File: src/rtl/frame_pixel_server.sv
// frame_pixel_server
//   Memory-side responder for the grayscale front end. On i_start it streams
//   one IMG_ROW x IMG_COL frame in raster order. Frame words are fetched from
//   the SDRAM read port into a prefetch FIFO; one 30-bit RGB pixel is handed
//   out per cycle that i_read_request is high (1-cycle latency).
//
// Ports
//   i_clk, i_rst        clock, synchronous active-high reset
//   i_start             1-cycle pulse, starts a frame when idle
//   o_ready             high while streaming (consumer may request)
//   i_read_request      consume one pixel this cycle
//   o_red/green/blue    presented pixel (10b each), held when not valid
//   o_pixel_valid       a new pixel is presented this cycle
//   o_row, o_col        raster position of the presented pixel
//   o_frame_done        1-cycle pulse after the last pixel was presented
//   o_underflow         sticky: request seen while the FIFO was empty
//   o_sdram_read/addr   read command, held until i_sdram_ack
//   i_sdram_ack         command accepted this cycle
//   i_sdram_rdata       {r,g,b} read data, in command order
//   i_sdram_rvalid      read data valid
module frame_pixel_server #(
    parameter int IMG_COL    = 640,
    parameter int IMG_ROW    = 480,
    parameter int FIFO_DEPTH = 16,
    parameter int FILL_LEVEL = 8,
    parameter int BASE_ADDR  = 0
) (
    input  logic        i_clk,
    input  logic        i_rst,
    input  logic        i_start,
    output logic        o_ready,
    input  logic        i_read_request,
    output logic [9:0]  o_red,
    output logic [9:0]  o_green,
    output logic [9:0]  o_blue,
    output logic        o_pixel_valid,
    output logic [8:0]  o_row,
    output logic [9:0]  o_col,
    output logic        o_frame_done,
    output logic        o_underflow,
    output logic        o_sdram_read,
    output logic [22:0] o_sdram_addr,
    input  logic        i_sdram_ack,
    input  logic [29:0] i_sdram_rdata,
    input  logic        i_sdram_rvalid
);

    localparam int NPIX = IMG_ROW * IMG_COL;
    localparam int CW   = $clog2(NPIX + 1);
    localparam int AW   = $clog2(FIFO_DEPTH);
    localparam int OW   = $clog2(FIFO_DEPTH + 1);

    localparam logic [CW-1:0] NPIX_C   = CW'(NPIX);
    localparam logic [OW:0]   DEPTH_C  = (OW + 1)'(FIFO_DEPTH);
    localparam logic [OW-1:0] FILL_C   = OW'(FILL_LEVEL);
    localparam logic [22:0]   BASE_C   = 23'(BASE_ADDR);
    localparam logic [9:0]    LAST_COL = 10'(IMG_COL - 1);

    // Elaboration-time configuration guard.
    generate
        if ((longint'(BASE_ADDR) + longint'(NPIX) - 1) > 64'h7F_FFFF) begin : g_bad_addr
            $fatal(1, "frame_pixel_server: frame does not fit in 23-bit address space");
        end
        if (FIFO_DEPTH < 4 || (FIFO_DEPTH & (FIFO_DEPTH - 1)) != 0 ||
            FILL_LEVEL > FIFO_DEPTH || FILL_LEVEL < 1) begin : g_bad_fifo
            $fatal(1, "frame_pixel_server: bad FIFO_DEPTH / FILL_LEVEL");
        end
    endgenerate

    typedef enum logic [1:0] {S_IDLE, S_FILL, S_STREAM, S_DONE} state_t;

    state_t         state_q, state_d;
    logic [22:0]    addr_q, addr_d;
    logic [CW-1:0]  issued_q, issued_d;   // commands accepted this frame
    logic [CW-1:0]  popped_q, popped_d;   // pixels popped this frame
    logic [OW-1:0]  outs_q, outs_d;       // reads accepted but not returned
    logic [OW-1:0]  cnt_q, cnt_d;         // FIFO occupancy
    logic [AW-1:0]  wr_ptr_q, wr_ptr_d;
    logic [AW-1:0]  rd_ptr_q, rd_ptr_d;
    logic [8:0]     nrow_q, nrow_d;       // position of the next pixel to pop
    logic [9:0]     ncol_q, ncol_d;
    logic [8:0]     row_q, row_d;
    logic [9:0]     col_q, col_d;
    logic [29:0]    pix_q, pix_d;
    logic           pvalid_q, pvalid_d;
    logic           ready_q, ready_d;
    logic           fdone_q, fdone_d;
    logic           uflow_q, uflow_d;

    logic [29:0]    fifo_mem_q [FIFO_DEPTH];

    logic fetching, sdram_read, ack, push, want, pop;

    always_comb begin
        fetching   = (state_q == S_FILL) || (state_q == S_STREAM);
        // Credit check counts in-flight reads so a returning word always has a slot.
        sdram_read = fetching && (issued_q < NPIX_C) &&
                     (({1'b0, cnt_q} + {1'b0, outs_q}) < DEPTH_C);
        ack        = sdram_read && i_sdram_ack;
        // Returns with nothing in flight (stale data after a reset) are dropped.
        push       = fetching && i_sdram_rvalid && (outs_q != '0);
        // Requests past the end of the frame are not real demand.
        want       = (state_q == S_STREAM) && i_read_request && (popped_q < NPIX_C);
        pop        = want && (cnt_q != '0);

        state_d  = state_q;
        addr_d   = addr_q;
        issued_d = issued_q;
        popped_d = popped_q;
        outs_d   = outs_q;
        cnt_d    = cnt_q;
        wr_ptr_d = wr_ptr_q;
        rd_ptr_d = rd_ptr_q;
        nrow_d   = nrow_q;
        ncol_d   = ncol_q;
        row_d    = row_q;
        col_d    = col_q;
        pix_d    = pix_q;
        pvalid_d = 1'b0;
        uflow_d  = uflow_q;

        if (ack) begin
            addr_d   = addr_q + 23'd1;
            issued_d = issued_q + CW'(1);
        end

        case ({ack, push})
            2'b10:   outs_d = outs_q + OW'(1);
            2'b01:   outs_d = outs_q - OW'(1);
            default: outs_d = outs_q;
        endcase

        case ({push, pop})
            2'b10:   cnt_d = cnt_q + OW'(1);
            2'b01:   cnt_d = cnt_q - OW'(1);
            default: cnt_d = cnt_q;
        endcase

        if (push) wr_ptr_d = wr_ptr_q + AW'(1);

        if (pop) begin
            rd_ptr_d = rd_ptr_q + AW'(1);
            pix_d    = fifo_mem_q[rd_ptr_q];
            pvalid_d = 1'b1;
            row_d    = nrow_q;
            col_d    = ncol_q;
            popped_d = popped_q + CW'(1);
            if (ncol_q == LAST_COL) begin
                ncol_d = '0;
                nrow_d = nrow_q + 9'd1;
            end else begin
                ncol_d = ncol_q + 10'd1;
            end
        end

        if (want && (cnt_q == '0)) uflow_d = 1'b1;

        case (state_q)
            S_IDLE: begin
                if (i_start) begin
                    state_d  = S_FILL;
                    addr_d   = BASE_C;
                    issued_d = '0;
                    popped_d = '0;
                    outs_d   = '0;
                    cnt_d    = '0;
                    wr_ptr_d = '0;
                    rd_ptr_d = '0;
                    nrow_d   = '0;
                    ncol_d   = '0;
                end
            end
            S_FILL: begin
                // Small frames may never reach FILL_LEVEL; stream once all data is in.
                if (cnt_q >= FILL_C || (issued_q == NPIX_C && outs_q == '0))
                    state_d = S_STREAM;
            end
            S_STREAM: begin
                // Last pixel is on the outputs this cycle.
                if (pvalid_q && popped_q == NPIX_C) state_d = S_DONE;
            end
            default: state_d = S_IDLE;
        endcase

        ready_d = (state_d == S_STREAM);
        fdone_d = (state_d == S_DONE);
    end

    always_ff @(posedge i_clk) begin
        if (i_rst) begin
            state_q  <= S_IDLE;
            addr_q   <= '0;
            issued_q <= '0;
            popped_q <= '0;
            outs_q   <= '0;
            cnt_q    <= '0;
            wr_ptr_q <= '0;
            rd_ptr_q <= '0;
            nrow_q   <= '0;
            ncol_q   <= '0;
            row_q    <= '0;
            col_q    <= '0;
            pix_q    <= '0;
            pvalid_q <= 1'b0;
            ready_q  <= 1'b0;
            fdone_q  <= 1'b0;
            uflow_q  <= 1'b0;
        end else begin
            state_q  <= state_d;
            addr_q   <= addr_d;
            issued_q <= issued_d;
            popped_q <= popped_d;
            outs_q   <= outs_d;
            cnt_q    <= cnt_d;
            wr_ptr_q <= wr_ptr_d;
            rd_ptr_q <= rd_ptr_d;
            nrow_q   <= nrow_d;
            ncol_q   <= ncol_d;
            row_q    <= row_d;
            col_q    <= col_d;
            pix_q    <= pix_d;
            pvalid_q <= pvalid_d;
            ready_q  <= ready_d;
            fdone_q  <= fdone_d;
            uflow_q  <= uflow_d;
        end
    end

    // FIFO storage needs no reset; occupancy/pointers define validity.
    always_ff @(posedge i_clk) begin
        if (push) fifo_mem_q[wr_ptr_q] <= i_sdram_rdata;
    end

    // o_sdram_read is decoded from flops only, so it is stable for the whole cycle.
    assign o_sdram_read  = sdram_read;
    assign o_sdram_addr  = addr_q;
    assign o_ready       = ready_q;
    assign o_red         = pix_q[29:20];
    assign o_green       = pix_q[19:10];
    assign o_blue        = pix_q[9:0];
    assign o_pixel_valid = pvalid_q;
    assign o_row         = row_q;
    assign o_col         = col_q;
    assign o_frame_done  = fdone_q;
    assign o_underflow   = uflow_q;

endmodule
File: config.mk
export PLATFORM = sky130hd
export DESIGN_NAME = frame_pixel_server
export DESIGN_NICKNAME = d
export VERILOG_FILES = /design/src/rtl/frame_pixel_server.sv
export SDC_FILE = /design/constraint.sdc
export NUM_CORES = 1
export LEC_CHECK = 0
export CAP_MARGIN = 40
export CORE_AREA = 2 2 252 192
export DETAILED_ROUTE_END_ITERATION = 16
export DIE_AREA = 0 0 254 194
export PLACE_DENSITY = 0.77
export SETUP_SLACK_MARGIN = 0.4
export SYNTH_ARGS = -nofsm -noshare
export SYNTH_HDL_FRONTEND = slang
export SYNTH_SLANG_ARGS = --single-unit
File: constraint.sdc
create_clock -name i_clk -period 3.3 [get_ports i_clk]
set_input_delay 0.66 -clock i_clk [delete_from_list [all_inputs] [get_ports i_clk]]
set_output_delay 0.66 -clock i_clk [all_outputs]
set_load 0.05 [all_outputs]
# After elaboration in Yosys (flattened, before gate mapping)
# Memory sizes are Yosys's and may differ from the RTL's. A register that Yosys moved wholly into a read port is not among the register bits.
# Cells that the tools add are included.
# W data, S select, Z words.
dict set report classes {
  add_sub_neg 12
  n_lt_le_gt_ge 4
  eq_ne 11
  mux 36
  reduce_logical 18
}
# cell n
set op_table {}
lappend op_table {{$mux W19} 6}
lappend op_table {{$mux W23} 3}
lappend op_table {{$mux W10} 4}
lappend op_table {{$add A19 B1 Y19 const B} 2}
lappend op_table {{$eq A19 B19 Y1 const B} 2}
lappend op_table {{$lt A19 B19 Y1 const B} 2}
lappend op_table {{$mux W9} 4}
lappend op_table {{$mux W4} 6}
lappend op_table {{$add A23 B1 Y23 const B} 1}
lappend op_table {{$mux W5} 4}
lappend op_table {{$pmux W5 S2} 2}
lappend op_table {{$logic_and A1 B1 Y1} 11}
lappend op_table {{$add A10 B1 Y10 const B} 1}
lappend op_table {{$add A5 B1 Y5 const B} 2}
lappend op_table {{$eq A10 B10 Y1 const B} 1}
lappend op_table {{$eq A2 B2 Y1 const B} 5}
lappend op_table {{$logic_not A5 Y1} 2}
lappend op_table {{$reduce_bool A5 Y1} 2}
lappend op_table {{$sub A5 B1 Y5 const B} 2}
lappend op_table {{$add A9 B1 Y9 const B} 1}
lappend op_table {{$add A4 B1 Y4 const B} 2}
lappend op_table {{$add A5 B5 Y6} 1}
lappend op_table {{$eq A2 B1 Y1 const B} 3}
lappend op_table {{$lt A6 B5 Y1 const B} 1}
lappend op_table {{other kinds (6)} 11}
dict set report word_totals {
  reg_bits 123
  ram_bits 480
  in_bits 36
  output_inout_bits 77
  mem_count 1
}
# name words word_bits read_ports rd_ports_with_merged_regs wr line
set memory_table {}
lappend memory_table {fifo_mem_q 16 30 1 1 1 90} ;# logic [29:0] fifo_mem_q [FIFO_DEPTH];

# Longest topological paths before layout
# Gate-level depths: netlist of run 1.
dict set report depth {
  depth_word 9
  ltp_mapped 16
  ltp_nobuf 14
}

# Worst setup path before layout of run 1
# Ideal clock, no wire load.
dict set report synth_timing {
  path_type {register to register}
  startpoint {reg state_q[1]}
  endpoint {reg outs_q[2]}
  arrival_ps 3219
  required_time_ps 3230
  setup_slack_ps 11
  path_stages_with_launch 16
  path_buffers 2
  period_less_slack_ps 3289
  path_cell_list {dfxtp_1 > inv_1 > ha_1 > nor4b_1 > o2111ai_1 > buf_2 > nor2_1 > inv_1 > ha_1 > clkbuf_1 > xor2_1 > ha_1 > a21oi_1 > xor2_1 > or3_1 > a21oi_1}
}
dict set report synth_between {
  elab_chain_cells 9
  elab_cells_between_ends 14
  classes_between {4 x eq/ne; 3 x mux; 7 x reduce/logical}
}
# element line
set synth_lines {}
lappend synth_lines {{start, declared} 72} ;# state_t state_q, state_d;
lappend synth_lines {{start signal, assigned} 209} ;# state_q <= state_d;
lappend synth_lines {{$eq A2 B1 Y1 or $eq A2 B2 Y1 (tied branches)} 95} ;# fetching = (state_q == S_FILL) || (state_q == S_STREAM);
lappend synth_lines {{$logic_or A1 B1 Y1} 95}
lappend synth_lines {{$logic_and A1 B1 Y1 (2 in a row)} 97} ;# sdram_read = fetching && (issued_q < NPIX_C) &&
lappend synth_lines {{$logic_and A1 B1 Y1} 99} ;# ack = sdram_read && i_sdram_ack;
lappend synth_lines {{$eq A2 B1 Y1 or $eq A2 B2 Y1 (tied branches)} 127} ;# case ({ack, push})
lappend synth_lines {{$pmux W5 S2} 127}
lappend synth_lines {{$mux W5} 160} ;# if (i_start) begin
lappend synth_lines {{$mux W5 (*)} 158} ;# case (state_q)
lappend synth_lines {{end signal, assigned} 213} ;# outs_q <= outs_d;
lappend synth_lines {{end, declared} 76} ;# logic [OW-1:0] outs_q, outs_d;
# Every way passes the cells marked *; elsewhere a longest branch is shown, timed or not.
# A chain may end at the register's enable or synchronous reset.

# Worst setup path in the final report of run 1
dict set report layout_timing {
  startpoint {reg state_q[1]}
  endpoint {out o_sdram_read}
}
dict set report layout_between {
  elab_chain_cells 4
  elab_cells_between_ends 5
  classes_between {2 x eq/ne; 3 x reduce/logical}
}
# element line
set layout_lines {}
lappend layout_lines {{$eq A2 B1 Y1 or $eq A2 B2 Y1 (tied branches)} 95}
lappend layout_lines {{$logic_or A1 B1 Y1 (*)} 95}
lappend layout_lines {{$logic_and A1 B1 Y1 (*) (2 in a row)} 97}
lappend layout_lines {{end, declared} 41} ;# output logic o_sdram_read,
# Marked as above.

==> summary.md, run 1 <==
| Metric | Value |
|---|---|
| First-pass GRT wire length | 86600 um |
| Detailed Route Iter0 Violations | 1404 |
| Synthesized area | 25000 um2 |
| Logic pwr share | 0.016 |
| Synth top area share | 0.576 |
| Chip width | 254 um |
| Max cap viols | 0 |
| R2r setup slk | 0.54 ns |
| Routability congestion estimate | 0.812 |
| Synth Flop Type | edfxtp_1 |
| Vias in the first global route | 14550 |
| Final setup fails | 0 |
| Crit path arrival time | 2.15 ns |
| Num CTS Buffers | 57 |
| DR WL/cell | 23.1 um |
| CP Class | register to output port |
| Detailed Routing Iterations Pass 1 | 5 |
| Core area | 46800 um2 |
| Hold_sp | i_rst |
| Worst Path Required | 2.64 ns |
| Critical Path End Type | output port |
| Syn. warnings | 0 |
| Netlist cell types | 59 |
| Vias | 14513 |
| RSZ-0062 raised after global routing | false |
| Rows | 69 |
| Max Transition Viols Final | 0 |
| Worst-Margin Slew | 0.767 ns |
| Worst hold-check path type | primary input to register |
| PD cells | 530 nW/um2 |
| NumNets Final | 1803 |
| Area delta synth->final | 16.7% |
| DP HPWL | 31300 um |
| Clock power frac | 0.430 |
| Routed WL | 56100 um |
| Worst IR Drop VDD | 444 uV |
| Net Sw Frac | 0.205 |
| Worst skew pair latency | 0.64 ns |
| Gate Count Post-Synth | 1604 |
| Max stage delay on crit path | 0.37 ns |
| Minimum clock period | 2.81 ns |
| CP Cell Sequence | inv_1, ha_1, nor4b_4, o211ai_1, nor2_1, clkbuf_4 |
| Largest net degree at the start of global routing | 59 |
| Root Buffer | clkbuf_16 |
| Sequential power share | 0.553 |
| EDFF count, synth | 480 |
| CTS tree | done |
| Worst Path Buf+Inv | 2 |
| Ports | 113 |
| CP Max Fanout | 6 |
| Share of layout cells above drive strength 1 | 0.180 |
| Antenna-violating nets left | 0 |
| Largest area contributor in the netlist | edfxtp_1 |
| Reg-to-reg startpoint | cnt_q[0]$_SDFF_PP0_ |
| Worst-path clk slew | 0.06 ns |
| Fmax | 0.355 GHz |
| Gr usage total | 0.232 |
| Starting Density | 0.535 |
| Sw Pwr | 3.17 mW |
| CP Launch Type | register |
| Fin Clk Skew | 0.0268 ns |
| Synth async-reset ratio | 0 |
| Vias/cell | 5.98 |
| DRC violations left | 0 |
| Initial antenna violation count | 2 |
| Port-buffer cells | 112 |
| Critical-path top delay cell | dfxtp_2 |
| Worst setup path start | state_q[1]$_SDFF_PP0_ |
| Sequential fraction of the synthesis area | 0.699 |
| # clock sinks | 633 |
| Largest cells by area after synthesis | edfxtp_1 (58%), dfxtp_1 (12%), mux4_2 (11%), nand2_1 (2.7%), a22oi_1 (1.8%) |
| FF+latch count, synth | 633 |
| H-tree levels | 2 |
| Mean Syn Cell Area | 15.6 um2 |
| Status | finished clean |
| Max_slew headroom | 0.489 |
| Final worst path period share | 0.853 |
| Sum of negative setup slack | 0 ns |
| Final hold slack | 0.274 ns |
| Crit-path leading delay family | simple AND/OR/NAND/NOR gates |
| P_leak | 9.11 nW |
| Fin. Hold Viols | 0 |
| Int Pwr | 12.3 mW |
| Total grt overflow | 0 |
| Chip height | 194 um |
| Layout fillers | 3315 |
| Clock tree buffer depth | 3 |
| Post-synth net total | 1668 |
| Die area | 49300 um2 |
Yosys cell counts, types with 6 or more instances:
cell type and instances:
inv_1 18, a22oi_1 61, dfxtp_1 153, ha_1 27, xnor2_1 51, or4_1 6
clkbuf_1 63, buf_1 7, nand4_1 15, nor4_1 31, and4_1 12, o21ai_0 10
nand2_1 182, xor2_1 15, nor3_1 17, and2_1 17, nor2_1 100, a21oi_1 88
o31ai_1 6, edfxtp_1 480, nor4b_1 11, buf_2 17, a31o_2 7, nand3_1 28
mux4_2 120
power groups by stage:
stage,combinational [mW],clock (mW),sequential (mW)
after detailed placement,0.247,0,8.74
after CTS,0.249,6.77,8.56
after global routing,0.278,7.05,8.56
after global placement,0.237,0,8.73
after floorplan,0.0901,0,8.74
final,0.253,6.66,8.56
layout by cell type (no fill, tap or decap), drive strengths merged, types with 6 or more instances in the layout:
cell type	netlist	routed
a21oi	88	88
a22oi	61	61
a31o	7	7
and2	17	17
and4	12	12
buf	27	55
bufinv	0	6
clkbuf	63	66
clkdlybuf4s50	0	110
clkinv	0	27
clkinvlp	0	6
dfxtp	153	153
edfxtp	480	480
ha	27	27
inv	19	22
mux4	120	120
nand2	182	182
nand3	29	29
nand4	16	16
nor2	100	100
nor3	17	17
nor4	32	32
nor4b	11	11
o21ai	11	11
o31ai	6	6
or4	7	7
xnor2	51	51
xor2	15	15
worst register-to-register path, delay by kind of cell (launching register included):
| kind | cells | cell delay (ns) |
|---|---|---|
| AOI/OAI and AO/OA | 3 | 0.46 |
| xor gates and xnor gates | 1 | 0.08 |
| adders and majority gates | 2 | 0.52 |
| buffers and inverters | 1 | 0.05 |
| DFF | 1 | 0.38 |
| and+or+nand+nor | 4 | 1.22 |
per-stage QoR:
| step | worst slack [ns] | util | instances | instance area, um2 | power, mW |
|---|---|---|---|---|---|
| floorplan | 0.383 | - | 1604 | 25100 | 8.83 |
| global placement | 0.238 | 0.583 | 2317 | 27300 | 8.97 |
| detailed placement | 0.150 | 0.583 | 2317 | 27300 | 8.98 |
| CTS | 0.425 | 0.623 | 2425 | 29200 | 15.6 |
| global route | 0.387 | 0.624 | 2427 | 29200 | 15.9 |
| finish | 0.485 | 0.624 | 2428 | 29200 | 15.5 |
path summary, 6_finish.rpt:
kind	depth (start not counted)	to
setup / recovery	6	o_sdram_read
hold / removal	2	state_q[0]$_SDFF_PP0_
setup reg to reg	11	cnt_q[4]$_SDFF_PP0_
hold reg to reg	2	o_row[5]$_SDFFE_PP0N_
state kept, by name, summed over array words and instances (netlist names):
signal	flops
fifo_mem_q	480
pix_q	30
o_sdram_addr	23
issued_q	19
popped_q	19
ncol_q	10
o_col	10
nrow_q	9
o_row	9
cnt_q	5
outs_q	5
rd_ptr_q	4
wr_ptr_q	4
state_q	2
o_frame_done	1
o_pixel_valid	1
o_ready	1
o_underflow	1
repair_timing:
item	CTS	global route
hold buffers	0	0
gates resized for setup	7	5
pin swaps	1	3
setup endpoints to repair	3	3
buffers inserted	1	1
cell type report:
type | instances | area, um2 | share of cell area
clock inverter | 42 | 423 | 0.0145
sequential | 633 | 17500 | 0.599
inverter | 19 | 71.3 | 0.00244
timing repair buffer | 166 | 1740 | 0.0598
multi-input combinational | 862 | 7200 | 0.247
tap | 639 | 800 | 0.0274
clock buffer | 65 | 1460 | 0.0499
antenna | 2 | 5.00 | 0.000171
logic make-up (layout without fill, tap and decap cells):
kind of cell | count (synthesis) | count (layout) | share of synthesized area
AOI/OAI and AO/OA | 199 | 199 | 0.0508
xor gates and xnor gates | 66 | 66 | 0.0231
adders and majority gates | 28 | 28 | 0.0143
buffers and inverters | 109 | 292 | 0.0178
DFF | 633 | 633 | 0.699
muxes | 125 | 125 | 0.110
other | 0 | 2 | 0
and+or+nand+nor | 444 | 444 | 0.0853
layer usage:
layer,global-route usage,up-vias,routed length [um]
met1,0.337,7300,23300
met3,0.0460,85,5180
li1,-,6463,-
met5,0,-,0
met2,0.360,665,26200
met4,0.0697,0,1370
Power figures use the tool's default switching activity.
==> run 2, diff against run 1 <==
--- a/config.mk
+++ b/config.mk
@@ -6,9 +6,10 @@
 export NUM_CORES = 1
 export LEC_CHECK = 0
 export CAP_MARGIN = 40
-export CORE_AREA = 2 2 252 192
+export CORE_AREA = 2 2 245 187
 export DETAILED_ROUTE_END_ITERATION = 16
-export DIE_AREA = 0 0 254 194
+export DIE_AREA = 0 0 247 189
+export DONT_BUFFER_PORTS = 1
 export PLACE_DENSITY = 0.77
 export SETUP_SLACK_MARGIN = 0.4
 export SYNTH_ARGS = -nofsm -noshare
==> run 2 against run 1 <==
Die area down 5.3%. Flip-flop and latch count unchanged. Core utilization up 1.3 points. Count of clock-buffer cells in the layout up 15. Global-route usage up 0.30 points. Critical endpoint unchanged. Largest cell class unchanged.
==> summary.md, run 2 (same netlist as run 1, synthesis figures left out) <==
| Metric | Value |
|---|---|
| CP Class | register to output port (unchanged) |
| Clock power frac | 0.446 (was 0.430) |
| Die area | 46700 um2 (was 49300 um2) |
| CP Cell Sequence | ha_1, a21oi_1, a21boi_4, buf_12, nor2_1, buf_4 (was inv_1, ha_1, nor4b_4, o211ai_1, nor2_1, clkbuf_4) |
| Crit path arrival time | 2.09 ns (was 2.15 ns) |
| Power, Total | 15.7 mW (was 15.5 mW) |
| Critical R2R Capture | outs_q[2]$_SDFF_PP0_ (was cnt_q[4]$_SDFF_PP0_) |
| # clock sinks | 633 (unchanged) |
| Max stage delay on crit path | 0.36 ns (was 0.37 ns) |
| Most common cell after layout, fill and taps aside | edfxtp_1 (unchanged) |
| Worst-path clk slew | 0.06 ns (about the same) |
| Rows | 67 (was 69) |
| Detailed Route Iter0 Violations | 1579 (was 1404) |
| Setup crit end | o_sdram_read (unchanged) |
| Critical-path top delay cell | dfxtp_2 (unchanged) |
| Max_slew headroom | 0.426 (was 0.489) |
| PD cells | 556 nW/um2 (was 530 nW/um2) |
| Max Transition Viols Final | 0 (unchanged) |
| Final worst path period share | 0.833 (was 0.853) |
| Fin Clk Skew | 0.0265 ns (was 0.0268 ns) |
| CP Max Fanout | 16 (was 6) |
| Ports | 113 (unchanged) |
| Chip height | 189 um (was 194 um) |
| Fmax | 0.364 GHz (was 0.355 GHz) |
| Layout fillers | 2956 (was 3315) |
| Largest register by flop count | fifo_mem_q (unchanged) |
| Initial antenna violation count | 0 (was 2) |
| Port-buffer cells | 0 (was 112) |
| Worst setup path start | outs_q[2]$_SDFF_PP0_ (was state_q[1]$_SDFF_PP0_) |
| Worst Path Required | 2.64 ns (about the same) |
| Reg-to-reg startpoint | state_q[0]$_SDFF_PP0_ (was cnt_q[0]$_SDFF_PP0_) |
| P_leak | 8.77 nW (was 9.11 nW) |
| Area delta synth->final | 12.5% (was 16.7%) |
| Most frequent cells in the layout | edfxtp_1 (480), nand2_1 (181), dfxtp_1 (146) (was edfxtp_1 (480), nand2_1 (181), dfxtp_1 (149)) |
| NumNets Final | 1684 (was 1803) |
| Total grt overflow | 0 (unchanged) |
| Share of layout cells above drive strength 1 | 0.190 (was 0.180) |
| First-pass GRT wire length | 83100 um (was 86600 um) |
| Routed WL | 53900 um (was 56100 um) |
| Routability congestion estimate | 0.814 (was 0.812) |
| Gr usage total | 0.235 (was 0.232) |
| Net Sw Frac | 0.194 (was 0.205) |
| Critical Path End Type | output port (unchanged) |
| Minimum clock period | 2.75 ns (was 2.81 ns) |
| Vias/cell | 6.28 (was 5.98) |
| DRC violations left | 0 (unchanged) |
| RSZ-0062 raised after global routing | true (was false) |
| Worst hold-check path type | primary input to register (unchanged) |
| DP HPWL | 30800 um (was 31300 um) |
| Final worst slack | 0.553 ns (was 0.485 ns) |
| Final hold slack | 0.124 ns (was 0.274 ns) |
| Max cap viols | 0 (unchanged) |
| Final setup fails | 0 (unchanged) |
| Num CTS Buffers | 56 (was 57) |
| Detailed Routing Iterations Pass 1 | 5 (unchanged) |
| Int Pwr | 12.6 mW (was 12.3 mW) |
| Largest register FFs | 480 (unchanged) |
| # diodes | 0 (was 2) |
| Root Buffer | clkbuf_16 (unchanged) |
| R2r setup slk | 0.57 ns (was 0.54 ns) |
| Worst IR Drop VDD | 525 uV (was 444 uV) |
| Vias in the first global route | 14037 (was 14550) |
| Sum of negative setup slack | 0 ns (unchanged) |
| Worst-Margin Slew | 0.858 ns (was 0.767 ns) |
| Status | finished clean (unchanged) |
| CP Launch Type | register (unchanged) |
| Sequential power share | 0.547 (was 0.553) |
| CTS tree | done (unchanged) |
| Starting Density | 0.566 (was 0.535) |
| Reg2reg path depth | 13 (was 11) |
| DR WL/cell | 23.9 um (was 23.1 um) |
| Multi-input gate area | 7220 um2 (was 7200 um2) |
| Core area | 44200 um2 (was 46800 um2) |
| Fin. Hold Viols | 0 (unchanged) |
| Clock tree buffer depth | 3 (unchanged) |
| Vias | 14158 (was 14513) |
| Sw Pwr | 3.03 mW (was 3.17 mW) |
| Register area | 17500 um2 (about the same) |
| Pre-CTS WS | 0.248 ns (was 0.150 ns) |
| Antenna-violating nets left | 0 (unchanged) |
| Chip width | 247 um (was 254 um) |
| Largest net degree at the start of global routing | 59 (unchanged) |
| Worst skew pair latency | 0.62 ns (was 0.64 ns) |
| H-tree levels | 2 (unchanged) |
| Logic pwr share | 0.008 (was 0.016) |
==> run 2: worst min path at each step <==
| stage | startpoint | cells past startpoint | endpoint | slack (ns) |
|---|---|---|---|---|
| floorplan | nrow_q[8]$_SDFF_PP0_ | 2 | o_row[8]$_SDFFE_PP0N_ | 0.44 |
| global placement | nrow_q[8]$_SDFF_PP0_ | 2 | o_row[8]$_SDFFE_PP0N_ | 0.46 |
| detailed placement | nrow_q[7]$_SDFF_PP0_ | 2 | o_row[7]$_SDFFE_PP0N_ | 0.47 |
| CTS | i_rst | 1 | o_col[3]$_SDFFE_PP0N_ | 0.08 |
| global route | i_rst | 1 | o_col[0]$_SDFFE_PP0N_ | 0.09 |
| finish | i_rst | 1 | o_col[3]$_SDFFE_PP0N_ | 0.12 |
==> run 2: per-layer routing <==
metal | track usage | wire length (um)
met3 | 0.0584 | 5220
met1 | 0.336 | 22000
met5 | 0 | 0
met4 | 0.0635 | 1280
met2 | 0.366 | 25300
==> run 2: critical path: cells and delay by family (launching register included) <==
kind	cells	cell delay [ns]
compound gates	2	0.34
fa+ha+maj	1	0.31
buf+inv	2	0.36
flops	1	0.36
simple gates	1	0.10
==> run 2: area by class of cell <==
| class | count | area share |
|---|---|---|
| flip-flops and latches | 633 | 0.621 |
| repair buffers | 48 | 0.0205 |
| multi-input cells | 862 | 0.257 |
| inverters | 19 | 0.00253 |
| clock inverters | 26 | 0.0111 |
| clock buffers | 80 | 0.0619 |
| well taps | 586 | 0.0260 |
==> run 2: stage by stage <==
step,instances,cell area (um2),utilization
final,2254,28100,0.637
after detailed placement,2144,26000,0.589
after floorplan,1604,25100,-
after global routing,2254,28100,0.637
after global placement,2142,26000,0.588
after CTS,2252,28100,0.636
==> run 2: what timing repair did <==
item | 4_1_cts | 5_1_grt
endpoints found under the setup margin | 3 | 5
pin swaps | 2 | 2
cloned | 0 | 1
hold buffers | 0 | 0
gates resized for setup | 3 | 9
buffers inserted | 2 | 1
==> run 2: power by group through the flow <==
stage	clock network [mW]	registers, mW	logic [mW]
after floorplan	0	8.74	0.0901
after global placement	0	8.73	0.108
after detailed placement	0	8.74	0.115
after CTS	7.11	8.56	0.118
after global routing	7.41	8.56	0.130
final	6.98	8.56	0.118
